--- src/rtl/instr_sequencer.sv ---
// instr_sequencer: multi-cycle control FSM for the FPG8 datapath.
// Fetch/decode/sequence, bus and register strobes, ALU function select,
// PSW update gating via Z_in, branch resolution from {N,Z}, and memory
// wait timeout into a sticky ERROR state.
// Optional build macro: SINGLE_STEP_EN adds a 'step' input that releases
// one instruction per rising edge.
module instr_sequencer #(
   parameter int MEM_TIMEOUT = 15,
   parameter int TO_W        = 4
) (
   input  logic        clk,
   input  logic        reset,
`ifdef SINGLE_STEP_EN
   input  logic        step,
`endif
   input  logic [3:0]  IR_opcode,
   input  logic        IR_S,
   input  logic [2:0]  IR_alu,
   input  logic [1:0]  IR_cond,
   input  logic [1:0]  PSW_in,
   input  logic        mem_ready,
   output logic [12:0] ctrl,
   output logic [2:0]  ALU_control,
   output logic [3:0]  state_out,
   output logic        halted,
   output logic        bus_error
);

   localparam logic [3:0] S_FETCH  = 4'd0;
   localparam logic [3:0] S_FWAIT  = 4'd1;
   localparam logic [3:0] S_DECODE = 4'd2;
   localparam logic [3:0] S_ALU1   = 4'd3;
   localparam logic [3:0] S_ALU2   = 4'd4;
   localparam logic [3:0] S_ALU3   = 4'd5;
   localparam logic [3:0] S_MADDR  = 4'd6;
   localparam logic [3:0] S_MWAIT  = 4'd7;
   localparam logic [3:0] S_BR     = 4'd8;
   localparam logic [3:0] S_HALT   = 4'd9;
   localparam logic [3:0] S_ERROR  = 4'd10;

   localparam logic [12:0] C_PC_OUT  = 13'h0001;
   localparam logic [12:0] C_MAR_IN  = 13'h0002;
   localparam logic [12:0] C_MEM_RD  = 13'h0004;
   localparam logic [12:0] C_IR_IN   = 13'h0008;
   localparam logic [12:0] C_PC_INC  = 13'h0010;
   localparam logic [12:0] C_RS_OUT  = 13'h0020;
   localparam logic [12:0] C_A_IN    = 13'h0040;
   localparam logic [12:0] C_Z_IN    = 13'h0080;
   localparam logic [12:0] C_Z_OUT   = 13'h0100;
   localparam logic [12:0] C_RD_IN   = 13'h0200;
   localparam logic [12:0] C_MDR_OUT = 13'h0400;
   localparam logic [12:0] C_MEM_WR  = 13'h0800;
   localparam logic [12:0] C_PC_IN   = 13'h1000;

   logic [3:0]      state_q, state_d;
   logic [TO_W-1:0] to_q, to_d;
   logic [12:0]     ctrl_raw;
   logic            go;
   logic            taken;
   logic            wait_expired;
   logic            unused_ir_s;

   // IR.S only qualifies PSW writes in the datapath; the sequencer ignores it.
   assign unused_ir_s = IR_S;

`ifdef SINGLE_STEP_EN
   logic [2:0] step_sync_q;
   logic       step_pend_q, step_pend_d;
   logic       step_rise;

   assign step_rise = step_sync_q[1] & ~step_sync_q[2];
   assign go        = step_pend_q;

   // A new edge always survives; the held one is consumed as FETCH proceeds.
   always_comb begin
      step_pend_d = step_rise | (step_pend_q & (state_q != S_FETCH));
   end

   // Two-flop synchronizer plus delayed copy for edge detect; pending latch.
   always_ff @(posedge clk or negedge reset) begin
      if (!reset) begin
         step_sync_q <= '0;
         step_pend_q <= 1'b0;
      end else begin
         step_sync_q <= {step_sync_q[1:0], step};
         step_pend_q <= step_pend_d;
      end
   end
`else
   assign go = 1'b1;
`endif

   // Last allowed wait cycle: the counter has already counted MEM_TIMEOUT-1 misses.
   assign wait_expired = (to_q == TO_W'(MEM_TIMEOUT - 1));

   // Branch condition from {N,Z}.
   always_comb begin
      case (IR_cond)
         2'b00:   taken = 1'b1;
         2'b01:   taken = PSW_in[0];
         2'b10:   taken = PSW_in[1];
         default: taken = ~PSW_in[0] & ~PSW_in[1];
      endcase
   end

   // Next state and raw strobes.
   always_comb begin
      state_d  = state_q;
      ctrl_raw = '0;
      case (state_q)
         S_FETCH: begin
            if (go) begin
               ctrl_raw = C_PC_OUT | C_MAR_IN | C_MEM_RD;
               state_d  = S_FWAIT;
            end
         end
         S_FWAIT: begin
            ctrl_raw = C_MEM_RD;
            if (mem_ready) begin
               ctrl_raw = C_MEM_RD | C_IR_IN | C_PC_INC;
               state_d  = S_DECODE;
            end else if (wait_expired) begin
               state_d = S_ERROR;
            end
         end
         S_DECODE: begin
            if (IR_opcode <= 4'd5)                         state_d = S_ALU1;
            else if (IR_opcode == 4'd6 || IR_opcode == 4'd7) state_d = S_MADDR;
            else if (IR_opcode == 4'd8)                    state_d = S_BR;
            else if (IR_opcode == 4'd9)                    state_d = S_HALT;
            else                                           state_d = S_FETCH;
         end
         S_ALU1: begin
            ctrl_raw = C_RS_OUT | C_A_IN;
            state_d  = S_ALU2;
         end
         S_ALU2: begin
            ctrl_raw = C_RS_OUT | C_Z_IN;
            state_d  = S_ALU3;
         end
         S_ALU3: begin
            ctrl_raw = C_Z_OUT | C_RD_IN;
            state_d  = S_FETCH;
         end
         S_MADDR: begin
            ctrl_raw = C_RS_OUT | C_MAR_IN;
            state_d  = S_MWAIT;
         end
         S_MWAIT: begin
            // IR is stable for the whole instruction, so it selects LOAD vs STORE.
            if (IR_opcode == 4'd7)  ctrl_raw = C_MDR_OUT | C_MEM_WR;
            else if (mem_ready)     ctrl_raw = C_MEM_RD | C_RD_IN;
            else                    ctrl_raw = C_MEM_RD;
            if (mem_ready)          state_d = S_FETCH;
            else if (wait_expired)  state_d = S_ERROR;
         end
         S_BR: begin
            if (taken) ctrl_raw = C_RS_OUT | C_PC_IN;
            state_d = S_FETCH;
         end
         S_HALT:  state_d = S_HALT;
         S_ERROR: state_d = S_ERROR;
         default: state_d = S_ERROR;
      endcase
   end

   // Wait counter: cleared on entry to a wait state, counts cycles without ready.
   always_comb begin
      to_d = to_q;
      if ((state_d == S_FWAIT && state_q != S_FWAIT) ||
          (state_d == S_MWAIT && state_q != S_MWAIT))
         to_d = '0;
      else if ((state_q == S_FWAIT || state_q == S_MWAIT) && !mem_ready)
         to_d = to_q + 1'b1;
   end

   // State and timeout registers.
   always_ff @(posedge clk or negedge reset) begin
      if (!reset) begin
         state_q <= S_FETCH;
         to_q    <= '0;
      end else begin
         state_q <= state_d;
         to_q    <= to_d;
      end
   end

   // Reset masks strobes immediately so nothing is driven while held in reset.
   always_comb begin
      ctrl        = reset ? ctrl_raw : '0;
      ALU_control = (reset && (state_q == S_ALU1 || state_q == S_ALU2 ||
                               state_q == S_ALU3)) ? IR_alu : 3'b000;
   end

   assign state_out = state_q;
   assign halted    = (state_q == S_HALT) || (state_q == S_ERROR);
   assign bus_error = (state_q == S_ERROR);

endmodule
--- config.mk ---
export PLATFORM = sky130hd
export DESIGN_NAME = instr_sequencer
export DESIGN_NICKNAME = d
export VERILOG_FILES = /design/src/rtl/instr_sequencer.sv
export SDC_FILE = /design/constraint.sdc
export NUM_CORES = 1
export LEC_CHECK = 0
export BUFFER_PORTS_ARGS = -buffer_cell sky130_fd_sc_hd__buf_2
export CAP_MARGIN = 40
export CORE_UTILIZATION = 48
export DETAILED_ROUTE_END_ITERATION = 10
export GPL_TIMING_DRIVEN = 0
export HOLD_SLACK_MARGIN = 0.15
export PLACE_DENSITY = 0.79
export SETUP_SLACK_MARGIN = 0.4
export SYNTH_ARGS = -nofsm -noshare
export SYNTH_HDL_FRONTEND = slang
export SYNTH_SLANG_ARGS = --single-unit
export TNS_END_PERCENT = 10
--- constraint.sdc ---
create_clock -name clk -period 2.35 [get_ports clk]
set_input_delay 0.235 -clock clk [delete_from_list [all_inputs] [get_ports clk]]
set_output_delay 0.235 -clock clk [all_outputs]
set_load 0.01 [all_outputs]
==> results by group, run 1 <==
Run status
  – Outcome: finished clean

Synthesis
  – Syn avg cell area: 7.58 sq um
  – EDFF count, synth: 0
  – Synth Area in XOR/XNOR: 5.67%
  – Post-synthesis mux area share: 2.83%
  – Top FF cell, synth: dfrtp_1
  – Synth area leaders: dfrtp_1 27%, nor3_1 7.3%, nand2b_1 5.0%
  – Seq/Total Area, Yosys: 26.7%
  – Post-Synth Adder-Cell Area: 3.33%
  – Synth cell types: 37
  – Post-Syn Nets: 116
  – Area share of the largest cell type after synthesis: 26.7%
  – Synth Cell Area: 751 sq um
  – Async S/R FF share, synth: 100%
  – Cells after Synth: 99
  – Yosys warns: 0
  – Main combinational cell family by area after synthesis: simple AND/OR/NAND/NOR gates
  – Area leader, netlist: dfrtp_1
  – Complex-gate fraction of the synthesized area: 14.3%
  – Yosys reg bits: 8
  – Synth Area in Simple Gates: 38.7%

Layout
  – Share of post-route cells with drive strength above 1: 38.4%
  – Design Area, Final: 1000 sq um
  – Area Growth Syn to Fin: 33.2%
  – Fin cells: 153
  – Final nets: 157
  – Antenna fix cells: 0

Place
  – Worst slack at placement: 0.655 ns
  – IO buf count: 35
  – Hpwl dp: 1.46 mm
  – Cell Area, Placed: 945 sq um
  – DP Cell Count: 149
  – Placer Congestion: 0.842

Timing
  – Setup WS post-layout: 0.500 ns
  – Final slew viol count: 0
  – Period minus WS final: 1.85 ns
  – Setup Viol. Count Final: 0
  – Max-slew headroom: 69.5%
  – RSZ-0062 raised after global routing: false
  – Max Clock Skew: 0.00120 ns
  – Max Fclk: 541 MHz
  – Fin crit share: 78.7%
  – Worst Max-Slew Pin Slew: 0.455 ns
  – Post-route setup TNS: 0 ns
  – Fin. Hold Viols: 0

Global routing
  – Largest net degree at the start of global routing: 11
  – GRT Total Usage: 22.7%
  – Vias in the first global route: 749
  – Initial antenna violation count: 0
  – GR Overflow Total: 0
  – First-pass GRT wire length: 3.04 mm

Detailed routing
  – 1st-pass router iterations: 4
  – First-iteration detailed-routing DRC count: 23
  – Vias per cell: 5.84
  – Drc violations: 0
  – Routed length per instance: 12.1 um
  – Antenna-violating nets left: 0
  – Final wirelength: 1.85 mm
  – Routed vias: 894

CTS
  – CTS sink count: 8
  – Postcts setup bufs: 0
  – Clk slew on worst S/H paths: 0.05 ns
  – Num CTS Buffers: 3
  – Max H-tree Level: 1
  – Clock Tree Buf Depth: 2
  – Root Buffer: clkbuf_4
  – Worst-Skew Late Latency: 0.25 ns
  – TritonCTS clock tree: yes

Run
  – Max Cap Violations: 0

Setup path
  – Nature of the critical path endpoint: primary output
  – Data arrival, critical path: 1.62 ns
  – CP required: 2.12 ns
  – Worst reg-to-reg setup slack: 0.82 ns
  – Startpoint Class: flop
  – Register-to-Register Path Depth: 4
  – WS Path Type: flop to primary output
  – CP max FO: 10

Floorplanning
  – # IOs: 37
  – Die Area: 1730 sq um
  – Die Height: 41.5 um
  – Core Footprint: 1380 sq um
  – Starting density of the core: 54.3%
  – Chip width: 41.5 um
  – # rows: 13

Min path
  – Hold Crit Class: primary input to flop
  – Hold path depth: 3

Power
  – Leak: 0.514 nW
  – Pwr Density: 1000 nW/um^2
  – Max VDD drop: 0.000821 V
[power breakdown]
part / internal [mW] / leakage (nW) / total [mW] / switching [mW]
logic: 0.267 / 0.396 / 0.664 / 0.397
registers: 0.186 / 0.105 / 0.238 / 0.0524
clock network: 0.0581 / 0.0138 / 0.100 / 0.0423
total: 0.511 / 0.514 / 1.00 / 0.492
[Yosys cell counts (2+ instances only)]
| master | n |
|---|---|
| xnor2_1 | 3 |
| nor2_1 | 10 |
| nand2_1 | 5 |
| inv_1 | 7 |
| nand2b_1 | 6 |
| dfrtp_1 | 8 |
| buf_2 | 2 |
| nand4b_1 | 2 |
| and2_1 | 3 |
| nor2b_1 | 2 |
| nand3_1 | 4 |
| buf_4 | 2 |
| a21oi_1 | 3 |
| ha_1 | 2 |
| or2_2 | 2 |
| nand4_1 | 2 |
| o21ai_0 | 2 |
| a31oi_1 | 3 |
| clkbuf_1 | 2 |
| nor3_1 | 11 |
| nor4_1 | 2 |
[final timing paths]
path                               from             end
min in group asynchronous         reset         to_q[1]
setup / recovery           state_out[1]  ALU_control[0]
hold / removal             IR_opcode[1]    state_out[2]
max in group asynchronous         reset    state_out[2]
setup reg to reg           state_out[1]         to_q[1]
hold reg to reg                 to_q[3]         to_q[3]
[flip-flops by register name, indices dropped and copies added (netlist names)]
signal     flops
state_out      4
to_q           4
[per-layer routing]
metal	GRT usage, %	wire (um)	vias up
li1	-	-	430
met5	0	0	-
met1	29.8	820	412
met3	7.83	143	4
met2	33.8	864	48
met4	9.68	20	0
[cells in the final DEF (no fill, tap or decap), types with 2 or more instances in the layout]
cell type and n:
a31oi_1 3, nand2_1 5, nand4b_1 2, nor4_1 2, a21oi_1 3, nor2b_1 2, nand4_1 2, dfrtp_1 7
buf_2 38, clkbuf_2 2, nand3_1 4, xnor2_1 3, nand2b_1 5, and2_1 3, ha_1 2, or2_2 2
clkbuf_4 3, inv_1 7, buf_4 2, nor3_1 10, o21ai_0 2, nor2_1 10
[worst max-delay path: stages, from the launching register on]
cell     delay, ns
dfrtp_1       0.46
buf_2         0.23
mux2_2        0.28
nor2_1        0.13
and2_1        0.14
buf_2         0.12
[cell families (layout without fill, tap and decap cells)]
logic type               after synthesis  after routing
flip-flops                             8              8
XOR/XNOR                               4              4
AND/OR/NAND/NOR                       53             53
multiplexers                           2              2
buffers and inverters                 14             53
AO/OA/AOI/OAI                         16             16
adder cells (fa/ha/maj)                2              2
[metrics by stage]
step                power, mW  hold slack, ns  util, %
finish                   1.00           0.311     72.3
global placement        0.854           0.107     68.3
global route             1.09           0.308     72.3
CTS                     0.976           0.304     70.8
detailed placement      0.866           0.109     68.3
floorplan               0.679         -0.0606        -
[layout make-up]
cell class	count	area, sq um
multi-input cells	77	505
fillers	105	383
flip-flops and latches	8	201
repair buffers	36	185
plain buffers	7	40.0
inverters	7	26.3
clock buffers	3	22.5
well taps	15	18.8
[repair_timing]
action,in CTS,in global routing
endpoints found under the hold margin,8,0
gates cloned,0,0
resized for setup,1,8
hold buffers,1,0
pin swaps,0,1
endpoints found under the setup margin,1,2
Power figures use the tool's default switching activity.
==> run 2, diff against run 1 <==
--- a/config.mk
+++ b/config.mk
@@ -7,11 +7,11 @@
 export LEC_CHECK = 0
 export BUFFER_PORTS_ARGS = -buffer_cell sky130_fd_sc_hd__buf_2
 export CAP_MARGIN = 40
-export CORE_UTILIZATION = 48
+export CORE_UTILIZATION = 45
 export DETAILED_ROUTE_END_ITERATION = 10
 export GPL_TIMING_DRIVEN = 0
 export HOLD_SLACK_MARGIN = 0.15
-export PLACE_DENSITY = 0.79
+export PLACE_DENSITY = 0.75
 export SETUP_SLACK_MARGIN = 0.4
 export SYNTH_ARGS = -nofsm -noshare
 export SYNTH_HDL_FRONTEND = slang
==> constraint.sdc (replaced) <==
create_clock -name clk -period 1.74 [get_ports clk]
set_input_delay 0.174 -clock clk [delete_from_list [all_inputs] [get_ports clk]]
set_output_delay 0.174 -clock clk [all_outputs]
set_load 0.01 [all_outputs]
==> run 2 against run 1 <==
Against the previous run:
- clock skew increased by 0.017 ns
- sequential power is 38% higher
- global-route usage grew 3.0 points
- clock-buffer cell count up 1
- via count is 7.2% higher
- first-iteration DRC count rose to 2.6 times the previous value
- non-clock buffer count grew 13
- cell count up 9.8%
- sequential share of layout area is 3.6 points lower
- critical path depth up 1
- register-to-register slack worse by 0.65 ns
==> results by group, run 2 (synthesis results as in run 1) <==
Run status
  – Outcome: finished clean (unchanged)

Layout
  – Antenna fix cells: 0 (unchanged)
  – Area Growth Syn to Fin: 62.8% (was 33.2%)
  – Share of post-route cells with drive strength above 1: 50.7% (was 38.4%)
  – Most frequent cells in the layout: 35 x buf_2, 14 x buf_4, 8 x nor3_1, 8 x nor2_1 (was 38 x buf_2, 10 x nor3_1, 10 x nor2_1)
  – Final nets: 170 (was 157)
  – Fin cells: 168 (was 153)
  – Most common cell after layout, fill and taps aside: buf_2 (unchanged)

Power
  – Pwr Density: 1490 nW/um^2 (was 1000 nW/um^2)
  – Leak: 0.615 nW (was 0.514 nW)
  – Max VDD drop: 0.000950 V (was 0.000821 V)

Floorplanning
  – Die Height: 42.8 um (was 41.5 um)
  – # IOs: 37 (unchanged)
  – # rows: 14 (was 13)
  – Starting density of the core: 49.3% (was 54.3%)
  – Die Area: 1840 sq um (was 1730 sq um)
  – Core Footprint: 1520 sq um (was 1380 sq um)
  – Chip width: 42.8 um (was 41.5 um)

Timing
  – Setup Viol. Count Final: 0 (unchanged)
  – Fin crit share: 96.7%
  – Max Clock Skew: 0.0178 ns (was 0.00120 ns)
  – Max Fclk: 594 MHz
  – Worst Max-Slew Pin Slew: 0.390 ns (was 0.455 ns)
  – RSZ-0062 raised after global routing: true (was false)
  – Max-slew headroom: 73.8% (was 69.5%)
  – Fin. Hold Viols: 0 (unchanged)
  – Period minus WS final: 1.68 ns
  – Setup WS post-layout: 0.0568 ns (was 0.500 ns)
  – Final slew viol count: 0 (unchanged)

Place
  – Worst slack at placement: 0.211 ns (was 0.655 ns)
  – IO buf count: 35 (unchanged)
  – Placer Congestion: 0.820 (was 0.842)
  – Hpwl dp: 1.54 mm (was 1.46 mm)
  – DP Cell Count: 150 (was 149)

Setup path
  – Nature of the critical path endpoint: primary output (unchanged)
  – Startpoint Class: flop (unchanged)
  – CP max FO: 7 (was 10)
  – Data arrival, critical path: 1.51 ns (was 1.62 ns)
  – WS Path Type: flop to primary output (unchanged)
  – CP required: 1.57 ns (was 2.12 ns)

Global routing
  – Initial antenna violation count: 0 (unchanged)
  – GRT Total Usage: 25.8% (was 22.7%)
  – First-pass GRT wire length: 3.56 mm (was 3.04 mm)
  – Vias in the first global route: 845 (was 749)
  – GR Overflow Total: 0 (unchanged)
  – Largest net degree at the start of global routing: 11 (unchanged)

CTS
  – Clock Tree Buf Depth: 2 (unchanged)
  – CTS sink count: 8 (unchanged)
  – Worst-Skew Late Latency: 0.27 ns (was 0.25 ns)
  – Num CTS Buffers: 3 (unchanged)
  – TritonCTS clock tree: yes (unchanged)
  – Root Buffer: clkbuf_4 (unchanged)
  – Max H-tree Level: 1 (unchanged)
  – Clk slew on worst S/H paths: 0.06 ns (was 0.05 ns)

Detailed routing
  – First-iteration detailed-routing DRC count: 60 (was 23)
  – Drc violations: 0 (unchanged)
  – Routed length per instance: 14.1 um (was 12.1 um)
  – Routed vias: 958 (was 894)
  – Vias per cell: 5.70 (was 5.84)
  – Final wirelength: 2.37 mm (was 1.85 mm)
  – 1st-pass router iterations: 4 (unchanged)
  – Antenna-violating nets left: 0 (unchanged)

Run
  – Max Cap Violations: 0 (unchanged)

Min path
  – Hold Crit Class: primary input to flop (unchanged)
[run 2: changes by cell type in the layout (fill, tap and decap cells not counted), sizes merged]
cell	delta
clkbuf	-1
buf	+15
[run 2: layer usage]
metal | routed length [um] | part of all wire, % | global-route usage, %
met3 | 145 | 6.1 | 5.11
met5 | 0 | 0 | 0
met4 | 11 | 0.46 | 5.00
met2 | 1250 | 53 | 45.5
met1 | 960 | 40 | 32.3
[run 2: stage by stage]
stage	TNS [ns]	hold WS (ns)	utilization [%]	instance area [sq um]	total power, mW
after floorplan	0	-0.122	-	810	0.999
after global placement	0	0.0599	65.9	1000	1.24
after detailed placement	0	0.0590	65.9	1000	1.26
after CTS	0	0.230	74.2	1130	1.59
after global routing	-0.0575	0.256	80.2	1220	1.94
final	0	0.223	80.2	1220	1.82
[run 2: final timing paths]
| kind | startpoint | to | slack (ns) | cells after the start |
|---|---|---|---|---|
| max | state_out[0] | ALU_control[2] | 0.06 | 6 |
| min | IR_opcode[1] | state_out[2] | 0.22 | 3 |
| max in group asynchronous | reset | state_out[1] | 0.99 | 2 |
| max reg2reg | state_out[1] | to_q[3] | 0.17 | 5 |
| min reg2reg | to_q[3] | to_q[3] | 0.59 | 2 |
| min in group asynchronous | reset | to_q[0] | 0.46 | 2 |
[run 2: area by class of cell]
type | count | area (sq um)
tap | 16 | 20.0
buffer | 7 | 78.8
clock buffer | 4 | 26.3
timing repair buffer | 49 | 295
sequential | 8 | 203
fill | 106 | 302
inverter | 7 | 28.8
multi-input combinational | 77 | 571
[run 2: timing repair]
item,CTS,global route
setup endpoints to repair,24,26
pin swaps,2,6
buffers inserted,7,6
gates resized for setup,12,12
hold buffers,1,0
endpoints found under the hold margin,8,0
[run 2: power by group]
| group | switching, mW | total (mW) | internal [mW] |
|---|---|---|---|
| Sequential | 0.0768 | 0.329 | 0.253 |
| Clock | 0.0679 | 0.156 | 0.0879 |
| Combinational | 0.690 | 1.34 | 0.645 |
[run 2: critical path, cell delays in order, from the launching register on]
cell     delay, ns
dfrtp_1       0.38
buf_8         0.14
nand2_2       0.08
mux2_2        0.30
nor2_4        0.09
and2_1        0.13
buf_2         0.13
==> run 3, diff against run 2 <==
--- a/config.mk
+++ b/config.mk
@@ -7,6 +7,7 @@
 export LEC_CHECK = 0
 export BUFFER_PORTS_ARGS = -buffer_cell sky130_fd_sc_hd__buf_2
 export CAP_MARGIN = 40
+export CORE_MARGIN = 2
 export CORE_UTILIZATION = 45
 export DETAILED_ROUTE_END_ITERATION = 10
 export GPL_TIMING_DRIVEN = 0
==> run 3 against run 2 <==
Against the previous run:
- register-to-register slack hardly changed
- die area rose by 9.6%
- clock skew increased by 0.0055 ns
==> results by group, run 3 (synthesis results as in run 1) <==
Setup path
  – Worst reg-to-reg setup slack: 0.16 ns (was 0.17 ns)
  – CP required: 1.57 ns (about the same)
  – WS Path Type: flop to primary output (unchanged)
  – Startpoint Class: flop (unchanged)
  – Reg2reg end: to_q[1] (was to_q[3])
  – Crit. Startpoint: state_out[2] (was state_out[0])
  – CP max FO: 8 (was 7)
  – Nature of the critical path endpoint: primary output (unchanged)
  – Data arrival, critical path: 1.51 ns (about the same)
  – Critical path's slowest cell: dfrtp_2 (was dfrtp_1)
  – Register-to-Register Path Depth: 5 (unchanged)
  – Crit path cell chain: buf_6 -> nor2_2 -> nand2_2 -> nor3_2 -> buf_4 -> buf_2 (was buf_8 -> nand2_2 -> mux2_2 -> nor2_4 -> and2_1 -> buf_2)
  – Crit-path max cell delay: 0.46 ns (was 0.38 ns)
  – RR Startpoint: state_out[2] (was state_out[1])

Global routing
  – First-pass GRT wire length: 4.11 mm (was 3.56 mm)
  – Vias in the first global route: 922 (was 845)
  – Initial antenna violation count: 0 (unchanged)
  – Largest net degree at the start of global routing: 11 (unchanged)
  – GR Overflow Total: 0 (unchanged)
  – GRT Total Usage: 27.7% (was 25.8%)

Place
  – IO buf count: 35 (unchanged)
  – Hpwl dp: 1.54 mm (about the same)
  – DP Cell Count: 150 (unchanged)
  – Placer Congestion: 0.801 (was 0.820)

Run
  – Max Cap Violations: 0 (unchanged)

Floorplanning
  – Die Area: 2010 sq um (was 1840 sq um)
  – # IOs: 37 (unchanged)
  – Core Footprint: 1540 sq um (was 1520 sq um)
  – Starting density of the core: 48.7% (was 49.3%)
  – # rows: 14 (unchanged)
  – Die Height: 44.8 um (was 42.8 um)
  – Chip width: 44.8 um (was 42.8 um)

Timing
  – Post-route setup TNS: 0 ns (unchanged)
  – Min Hold Slack: 0.210 ns (was 0.223 ns)
  – RSZ-0062 raised after global routing: true (unchanged)
  – Max Clock Skew: 0.0233 ns (was 0.0178 ns)
  – Period minus WS final: 1.68 ns (about the same)
  – Max Fclk: 594 MHz (about the same)
  – Worst Max-Slew Pin Slew: 0.423 ns (was 0.390 ns)
  – Fin. Hold Viols: 0 (unchanged)
  – Final slew viol count: 0 (unchanged)
  – Setup Viol. Count Final: 0 (unchanged)
  – Max-slew headroom: 71.6% (was 73.8%)
  – Fin crit share: 96.8% (was 96.7%)

Min path
  – Hold path depth: 3 (unchanged)
  – Hold Path End: state_out[2] (unchanged)
  – Hold Crit Class: primary input to flop (unchanged)
  – HP Start: IR_opcode[1] (unchanged)

Layout
  – Most frequent cells in the layout: 35 x buf_2, 15 x buf_4, 8 x nor3_1, 8 x nor2_1 (was 35 x buf_2, 14 x buf_4, 8 x nor3_1, 8 x nor2_1)
  – Final nets: 171 (was 170)
  – Share of post-route cells with drive strength above 1: 52.3% (was 50.7%)
  – Antenna fix cells: 0 (unchanged)
  – Most common cell after layout, fill and taps aside: buf_2 (unchanged)
  – Final core utilization: 81.3% (was 80.2%)
  – Fin cells: 169 (was 168)
  – Area Growth Syn to Fin: 66.8% (was 62.8%)
  – Filler Cells Inserted: 106 (unchanged)

Detailed routing
  – Antenna-violating nets left: 0 (unchanged)
  – Drc violations: 0 (unchanged)
  – 1st-pass router iterations: 5 (was 4)
  – Final wirelength: 2.71 mm (was 2.37 mm)
  – Routed vias: 1052 (was 958)
  – First-iteration detailed-routing DRC count: 69 (was 60)
  – Routed length per instance: 16.0 um (was 14.1 um)
  – Vias per cell: 6.22 (was 5.70)

CTS
  – Max H-tree Level: 1 (unchanged)
  – CTS sink count: 8 (unchanged)
  – Worst-Skew Late Latency: 0.27 ns (about the same)
  – Num CTS Buffers: 3 (unchanged)
  – TritonCTS clock tree: yes (unchanged)
  – Root Buffer: clkbuf_4 (unchanged)
  – Clk slew on worst S/H paths: 0.07 ns (was 0.06 ns)
  – Clock Tree Buf Depth: 2 (unchanged)

Run status
  – Outcome: finished clean (unchanged)

Power
  – Pwr Density: 1510 nW/um^2 (was 1490 nW/um^2)
  – Total power: 1.89 mW (was 1.82 mW)
  – Max VDD drop: 0.000854 V (was 0.000950 V)
  – Leak: 0.641 nW (was 0.615 nW)
## run 3: area by class of cell
| type | count | area [sq um] | share of cell area [%] |
|---|---|---|---|
| Buffer | 7 | 91.3 | 7.29 |
| Clock buffer | 4 | 26.3 | 2.10 |
| Multi-Input combinational cell | 77 | 581 | 46.4 |
| Tap cell | 16 | 20.0 | 1.60 |
| Timing Repair Buffer | 50 | 303 | 24.2 |
| Inverter | 7 | 28.8 | 2.30 |
| Sequential cell | 8 | 203 | 16.2 |
## run 3: per-stage QoR
step | area [sq um] | worst slack [ns]
global route | 1250 | -0.0330
floorplan | 810 | 0.356
CTS | 1210 | 0.0719
finish | 1250 | 0.0561
global placement | 1000 | 0.256
detailed placement | 1000 | 0.201
## run 3: what timing repair did
item	CTS	global route
pin swaps	7	3
gates resized for setup	21	4
endpoints found under the hold margin	8	0
setup endpoints to repair	25	26
setup buffers	10	4
hold buffers	1	0
## run 3: per-layer routing
layer	vias to the layer above	global-route usage, %	wire length (um)
li1	465	-	-
met1	477	33.9	954
met2	90	48.4	1350
met3	20	6.40	276
met4	0	8.24	131
met5	-	0	0
## run 3: report_power, final
part | leakage [nW] | internal [mW] | total (mW) | switching [mW]
Sequential | 0.103 | 0.252 | 0.326 | 0.0737
Clock | 0.0150 | 0.0879 | 0.163 | 0.0746
Combinational | 0.523 | 0.683 | 1.41 | 0.723
## run 3: worst max-delay path by stage
stage	cells after the start	slack, ns	to
after floorplan	4	0.36	ALU_control[0]
after global placement	5	0.26	ALU_control[0]
after detailed placement	5	0.20	ALU_control[2]
after CTS	5	0.07	ALU_control[2]
after global routing	6	-0.03	ctrl[4]
final	6	0.06	ctrl[4]
## run 3: critical path: cells and delay by family, from the launching register on
| kind | cells | cell delay (ns) |
|---|---|---|
| flip-flops | 1 | 0.46 |
| buffers and inverters | 3 | 0.40 |
| AND/OR/NAND/NOR | 3 | 0.37 |
